===== config.mk =====
export PLATFORM = sky130hd
export DESIGN_NAME = json_pair_scanner_flat
export DESIGN_NICKNAME = d
export VERILOG_FILES = /design/src/rtl/json_pkg.sv /design/src/rtl/json_pair_scanner_if.sv /design/src/rtl/sat_counter.sv /design/src/rtl/json_pair_scanner.sv /design/src/flat_wrapper.sv
export SDC_FILE = /design/constraint.sdc
export NUM_CORES = 1
export LEC_CHECK = 0
export CORE_MARGIN = 10
export CORE_UTILIZATION = 49
export CTS_BUF_LIST = sky130_fd_sc_hd__clkbuf_2 sky130_fd_sc_hd__clkbuf_4 sky130_fd_sc_hd__clkbuf_8
export DETAILED_ROUTE_END_ITERATION = 12
export PLACE_DENSITY = 0.83
export REMOVE_ABC_BUFFERS = 1
export SLEW_MARGIN = 10
export SYNTH_ARGS = -nofsm -noshare
export SYNTH_HDL_FRONTEND = slang
export SYNTH_SLANG_ARGS = --single-unit

===== constraint.sdc =====
create_clock -name clk -period 2.2 [get_ports clk]
set_clock_uncertainty 0.2 [all_clocks]
set_input_delay 0.22 -clock clk [delete_from_list [all_inputs] [get_ports clk]]
set_output_delay 0.22 -clock clk [all_outputs]
set_load 0.01 [all_outputs]

===== src/rtl/json_pkg.sv =====
// Shared definitions for the JSON pair scanner: 4-bit FSM state codes,
// the ASCII tokens the grammar recognises, and the whitespace classifier.
package json_pkg;

  localparam logic [3:0] S_IDLE      = 4'd0;
  localparam logic [3:0] S_OPEN      = 4'd1;
  localparam logic [3:0] S_KEY0      = 4'd2;
  localparam logic [3:0] S_KEY       = 4'd3;
  localparam logic [3:0] S_COLON     = 4'd4;
  localparam logic [3:0] S_VAL_START = 4'd5;
  localparam logic [3:0] S_VAL       = 4'd6;
  localparam logic [3:0] S_AFTER_VAL = 4'd7;
  localparam logic [3:0] S_NEXT_KEY  = 4'd8;
  localparam logic [3:0] S_ERR       = 4'd9;

  localparam logic [7:0] LBRACE = 8'h7B;
  localparam logic [7:0] RBRACE = 8'h7D;
  localparam logic [7:0] QUOTE  = 8'h22;
  localparam logic [7:0] COLON  = 8'h3A;
  localparam logic [7:0] COMMA  = 8'h2C;

  localparam logic [7:0] WS_SP  = 8'h20;
  localparam logic [7:0] WS_TAB = 8'h09;
  localparam logic [7:0] WS_LF  = 8'h0A;
  localparam logic [7:0] WS_CR  = 8'h0D;

  function automatic logic is_ws(input logic [7:0] c);
    return c inside {WS_SP, WS_TAB, WS_LF, WS_CR};
  endfunction

endpackage


===== src/rtl/json_pair_scanner_if.sv =====
// Character stream in, scan results out. The source drives the master side,
// the scanner sits on the slave side.
interface json_pair_scanner_if #(
  parameter int CNT_W     = 8,
  parameter int MAX_DEPTH = 4,
  localparam int DEPTH_W  = $clog2(MAX_DEPTH + 1)
);
  logic               in_valid;
  logic [7:0]         in_char;
  logic [CNT_W-1:0]   cur_num;
  logic [CNT_W-1:0]   max_num;
  logic [CNT_W-1:0]   obj_cnt;
  logic [DEPTH_W-1:0] depth;
  logic [3:0]         state;
  logic               error;

  modport master (
    output in_valid, in_char,
    input  cur_num, max_num, obj_cnt, depth, state, error
  );

  modport slave (
    input  in_valid, in_char,
    output cur_num, max_num, obj_cnt, depth, state, error
  );
endinterface


===== src/rtl/sat_counter.sv =====
// Up-counter that sticks at all-ones instead of wrapping; clear wins over inc.
module sat_counter #(
  parameter int W = 8
) (
  input  logic         clk,
  input  logic         rst_n,
  input  logic         clear,
  input  logic         inc,
  output logic [W-1:0] count
);

  // NOTE: registers are written with <= so every flop samples the pre-edge
  // value of its neighbours, which is what the hardware actually does.
  always_ff @(posedge clk or negedge rst_n) begin
    if (!rst_n)
      count <= '0;
    else if (clear)
      count <= '0;
    else if (inc && count != '1)
      count <= count + W'(1);
  end

endmodule


===== src/rtl/json_pair_scanner.sv =====
// Streaming recogniser for a restricted JSON object grammar; counts key/value
// pairs per top-level object. Define JSON_NEST_EN to allow nested object values.
module json_pair_scanner
  import json_pkg::*;
#(
  parameter int CNT_W     = 8,
  parameter int MAX_DEPTH = 4,
  localparam int DEPTH_W  = $clog2(MAX_DEPTH + 1)
) (
  input  logic               clk,
  input  logic               reset,
  json_pair_scanner_if.slave bus
);

  logic [3:0]         state_q, state_nx;
  logic [DEPTH_W-1:0] depth_q, depth_nx;
  logic [CNT_W-1:0]   cur_num, obj_cnt, max_q;
  logic               err_q;
  logic               cur_inc, cur_clr, obj_inc, max_upd, do_close;
  logic               skip;
  logic [7:0]         c;

  assign c = bus.in_char;
  // Whitespace is only meaningful while inside a key or value string.
  assign skip = is_ws(c) && !(state_q inside {S_KEY0, S_KEY, S_VAL});

  // NOTE: every signal assigned here gets a default first, so no path leaves
  // one unassigned and no latch is inferred.
  always_comb begin
    state_nx = state_q;
    depth_nx = depth_q;
    cur_inc  = 1'b0;
    cur_clr  = 1'b0;
    obj_inc  = 1'b0;
    max_upd  = 1'b0;
    do_close = 1'b0;

    if (bus.in_valid && !skip) begin
      case (state_q)
        S_IDLE, S_ERR: begin
          if (c == LBRACE) begin
            state_nx = S_OPEN;
            depth_nx = DEPTH_W'(1);
            cur_clr  = 1'b1;
          end
        end
        S_OPEN: begin
          if (c == QUOTE)       state_nx = S_KEY0;
          else if (c == RBRACE) do_close = 1'b1;
          else                  state_nx = S_ERR;
        end
        S_KEY0:      state_nx = (c == QUOTE) ? S_ERR : S_KEY;
        S_KEY:       if (c == QUOTE) state_nx = S_COLON;
        S_COLON:     state_nx = (c == COLON) ? S_VAL_START : S_ERR;
        S_VAL_START: begin
          if (c == QUOTE)
            state_nx = S_VAL;
`ifdef JSON_NEST_EN
          else if (c == LBRACE && depth_q != DEPTH_W'(MAX_DEPTH)) begin
            state_nx = S_OPEN;
            depth_nx = depth_q + DEPTH_W'(1);
          end
`endif
          else
            state_nx = S_ERR;
        end
        S_VAL: begin
          if (c == QUOTE) begin
            state_nx = S_AFTER_VAL;
            cur_inc  = 1'b1;
          end
        end
        S_AFTER_VAL: begin
          if (c == COMMA)       state_nx = S_NEXT_KEY;
          else if (c == RBRACE) do_close = 1'b1;
          else                  state_nx = S_ERR;
        end
        S_NEXT_KEY:  state_nx = (c == QUOTE) ? S_KEY0 : S_ERR;
        default:     state_nx = S_ERR;
      endcase
    end

    // Closing the outermost object retires it; an inner close is one pair
    // of the enclosing object.
    if (do_close) begin
      depth_nx = depth_q - DEPTH_W'(1);
      if (depth_q == DEPTH_W'(1)) begin
        state_nx = S_IDLE;
        obj_inc  = 1'b1;
        max_upd  = 1'b1;
      end else begin
        state_nx = S_AFTER_VAL;
        cur_inc  = 1'b1;
      end
    end

    if (state_nx == S_ERR && state_q != S_ERR) begin
      cur_clr  = 1'b1;
      depth_nx = '0;
    end
  end

  always_ff @(posedge clk or negedge reset) begin
    if (!reset) begin
      state_q <= S_IDLE;
      depth_q <= '0;
      err_q   <= 1'b0;
      max_q   <= '0;
    end else begin
      state_q <= state_nx;
      depth_q <= depth_nx;
      err_q   <= (state_nx == S_ERR);
      // cur_num is already final here: a close never increments it too.
      if (max_upd && cur_num > max_q)
        max_q <= cur_num;
    end
  end

  sat_counter #(.W(CNT_W)) u_cur_cnt (
    .clk   (clk),
    .rst_n (reset),
    .clear (cur_clr),
    .inc   (cur_inc),
    .count (cur_num)
  );

  sat_counter #(.W(CNT_W)) u_obj_cnt (
    .clk   (clk),
    .rst_n (reset),
    .clear (1'b0),
    .inc   (obj_inc),
    .count (obj_cnt)
  );

  assign bus.cur_num = cur_num;
  assign bus.obj_cnt = obj_cnt;
  assign bus.max_num = max_q;
  assign bus.depth   = depth_q;
  assign bus.state   = state_q;
  assign bus.error   = err_q;

endmodule


===== src/flat_wrapper.sv =====
// flat-port wrapper written by rule: the top's interface ports become plain ports
module json_pair_scanner_flat import json_pkg::*;
#(
  parameter int CNT_W     = 8,
  parameter int MAX_DEPTH = 4,
  localparam int DEPTH_W  = $clog2(MAX_DEPTH + 1)
)
  (clk, reset, bus_in_valid, bus_in_char, bus_cur_num, bus_max_num, bus_obj_cnt, bus_depth, bus_state, bus_error);
  json_pair_scanner_if #(.CNT_W(CNT_W), .MAX_DEPTH(MAX_DEPTH)) bus_i ();
  input  logic clk;
  input  logic reset;
  input wire logic [$bits(bus_i.in_valid)-1:0] bus_in_valid;
  input wire logic [$bits(bus_i.in_char)-1:0] bus_in_char;
  output wire logic [$bits(bus_i.cur_num)-1:0] bus_cur_num;
  output wire logic [$bits(bus_i.max_num)-1:0] bus_max_num;
  output wire logic [$bits(bus_i.obj_cnt)-1:0] bus_obj_cnt;
  output wire logic [$bits(bus_i.depth)-1:0] bus_depth;
  output wire logic [$bits(bus_i.state)-1:0] bus_state;
  output wire logic [$bits(bus_i.error)-1:0] bus_error;
  assign bus_i.in_valid = bus_in_valid;
  assign bus_i.in_char = bus_in_char;
  assign bus_cur_num = bus_i.cur_num;
  assign bus_max_num = bus_i.max_num;
  assign bus_obj_cnt = bus_i.obj_cnt;
  assign bus_depth = bus_i.depth;
  assign bus_state = bus_i.state;
  assign bus_error = bus_i.error;
  json_pair_scanner #(.CNT_W(CNT_W), .MAX_DEPTH(MAX_DEPTH)) u_core (.clk(clk), .reset(reset), .bus(bus_i));
endmodule

==> results.ini <==
[status]
run_status=finished with violations
violations=negative setup slack

[global_routing]
overflow=0
grt_pass1_vias=2353
grt_pass1_wl_um=11800
antenna_found_initial=0
track_usage=0.194
grt_max_degree=33

[synthesis]
postSynthCellCount=219
synthFlopType=dfrtp_1
yosysUniqueCellTypes=56
async_flop_share=1.00
synth_area_leaders=dfrtp_1 (36%), ha_1 (6.8%), mux2_2 (3.6%)
syn_avg_cell_area_um2=10.1
synth.top_cells.by_count=dfrtp_1 (32), nor2_1 (17), inv_1 (14), ha_1 (12), nand2_1 (10)
synth_most_common_cell=dfrtp_1
synth_area_leader_cell=dfrtp_1
syn-cell-area_mm2=0.00222
yosys_warnings=0
yosysTopAreaCellShare=0.361
ys_seq_area_frac=0.361
ys_ff_latch=32
synth_enable_flop_cells=0

[critical_path]
cp.arrival_ns=2.62
cp_slowest_cell=dfrtp_2
cp-end-kind=register
critPathKind=register to register
max_stage_delay_ns=0.45
crit_fanout=8
cp_num_buf_inv=4
critPathLaunchType=register
path_cells=buf_6, a2111oi_4, buf_4, o211ai_2, buf_4, a211oi_4, buf_6, nand4_1, xor2_1, nor2_2
required_ns=2.17
critical_path.top_delay_family=buffers and inverters

[floorplanning]
start_util=0.509
fp.dieW_um=87.3
die_area_mm2=0.00762
die_h_um=87.3
core_mm2=0.00435
num_rows=24
io_pins=43

[cts]
cts_buffers=5
cts.path.max_buffers=2
clockRootBuffer=clkbuf_8
htreeDepth=2
ctsHoldBuffers=0
numClockSinks=32
clk_latency_ns=0.29
path_clk_slew_ns=0.07
tritoncts=built

[pwr]
internal_power_mw=1.39
swShare=0.357
p_seq_frac=0.304
p_per_area_mw_per_mm2=585
power_switching_mw=0.771
power_mw=2.16
power_frac_comb=0.490
ir_drop_v=0.000748
p_leak_nw=1.66
p_clk_frac=0.207

[final_layout]
antenna_cells=0
regArea_um2=805
fin_nets=371
multiInputGateArea_mm2=0.00158
num-fill-cells=199
drive_gt1_frac=0.431
area_growth_syn_to_layout_pct=66.3

[route]
wl_met3_um=794
wl_met2_um=4420
finalWirelength_um=9020
detailroute.via_count=2529
first_pass_iters=5
antenna_left=0
viasPerCell=6.32
highest_layer=met4
wl_met1_um=3420
drt_iter0_drc=289
route.detailed.drc=0
wl_per_cell_um=22.6

[sta]
setup_slack_ns=-0.445
worst_pin_slew_ns=0.412
fmax_mhz=378
post-route-min-period_ns=2.64
setup_viol=28
maxSlewViolCount=0
tns_ns=-7.91
grt_setup_unrepaired=true
post-route-period-util=1.20
slew_headroom=0.725
finalHoldViolations=0

[worst_hold_path]
worst_hold_path_type=input pin to asynchronous set/reset pin

[place]
place_congestion=0.911
hpwl_um=5020
numPortBuffers=42

[job]
maxCapViolCount=0

-- cell usage in the layout (no fill, tap or decap), types with 8 or more instances in the layout --
master	instances
nand4_1	9
mux2_4	9
buf_6	15
ha_1	12
clkdlybuf4s50_1	34
buf_4	68
dfrtp_1	29
inv_1	14
xor2_1	8
nor2_1	14
-- sequential cells by signal (all words and copies together) (netlist names) --
signal and cells:
u_core.bus.depth 3, u_core.u_obj_cnt.count 8, u_core.u_cur_cnt.count 8, u_core.bus.max_num 8, u_core.bus.error 1, u_core.bus.state 4
-- metrics by stage --
stage	instance area, µm²	hold WS [ns]	instances	setup WS (ns)	utilization
after floorplan	2200	-0.276	215	-0.457	-
after global placement	3170	0.289	372	-0.791	0.729
after detailed placement	3170	0.288	372	-0.804	0.729
after CTS	3460	0.158	392	-0.261	0.795
after global routing	3690	0.169	400	-0.458	0.847
final	3690	0.131	400	-0.445	0.847
-- worst paths after layout --
check	from	endpoint	slack [ns]	cells past startpoint
max	u_core.bus.state[2]	u_core.u_cur_cnt.count[5]	-0.44	10
min	reset	u_core.bus.max_num[1]	0.13	2
max reg2reg	u_core.bus.state[2]	u_core.u_cur_cnt.count[5]	-0.44	10
min reg2reg	u_core.u_obj_cnt.count[6]	u_core.u_obj_cnt.count[6]	0.31	1
max in group asynchronous	reset	u_core.bus.state[2]	1.33	2
min in group clk	u_core.u_obj_cnt.count[6]	u_core.u_obj_cnt.count[6]	0.31	1
-- layer usage --
layer / vias to the layer above / global-route usage
met4: 0 / 0.0623
li1: 1070 / -
met2: 164 / 0.325
met1: 1248 / 0.230
met5: - / 0
met3: 47 / 0.0590
-- timing repair --
item                       CTS  global route
buffers inserted            12             9
resized for setup           39            44
setup endpoints to repair   30            30
cloned                       1             0
pin swaps                   18            26
-- power groups by stage --
stage	sequential [mW]	combinational (mW)	clock (mW)
after floorplan	0.697	0.293	0
after global placement	0.658	0.733	0
after detailed placement	0.657	0.734	0
after CTS	0.653	0.830	0.437
after global routing	0.655	1.10	0.464
final	0.655	1.06	0.446
-- final cells by class --
| type | instances | area share |
|---|---|---|
| multi-input combinational | 169 | 0.428 |
| clock buffer | 6 | 0.0207 |
| clock inverter | 1 | 0.00136 |
| inverter | 14 | 0.0143 |
| sequential | 32 | 0.218 |
| timing repair buffer | 126 | 0.300 |
| tap | 52 | 0.0177 |
-- cells by family (layout without fill, tap and decap cells) --
| kind of cell | after synthesis | count (layout) | share of synthesized area |
|---|---|---|---|
| flops | 32 | 32 | 0.361 |
| buf+inv | 18 | 147 | 0.0305 |
| compound gates | 44 | 44 | 0.179 |
| fa+ha+maj | 12 | 12 | 0.0677 |
| xor+xnor | 14 | 14 | 0.0553 |
| simple gates | 89 | 89 | 0.256 |
| mux | 10 | 10 | 0.0502 |
No activity file was read; power rests on OpenSTA's default activity.
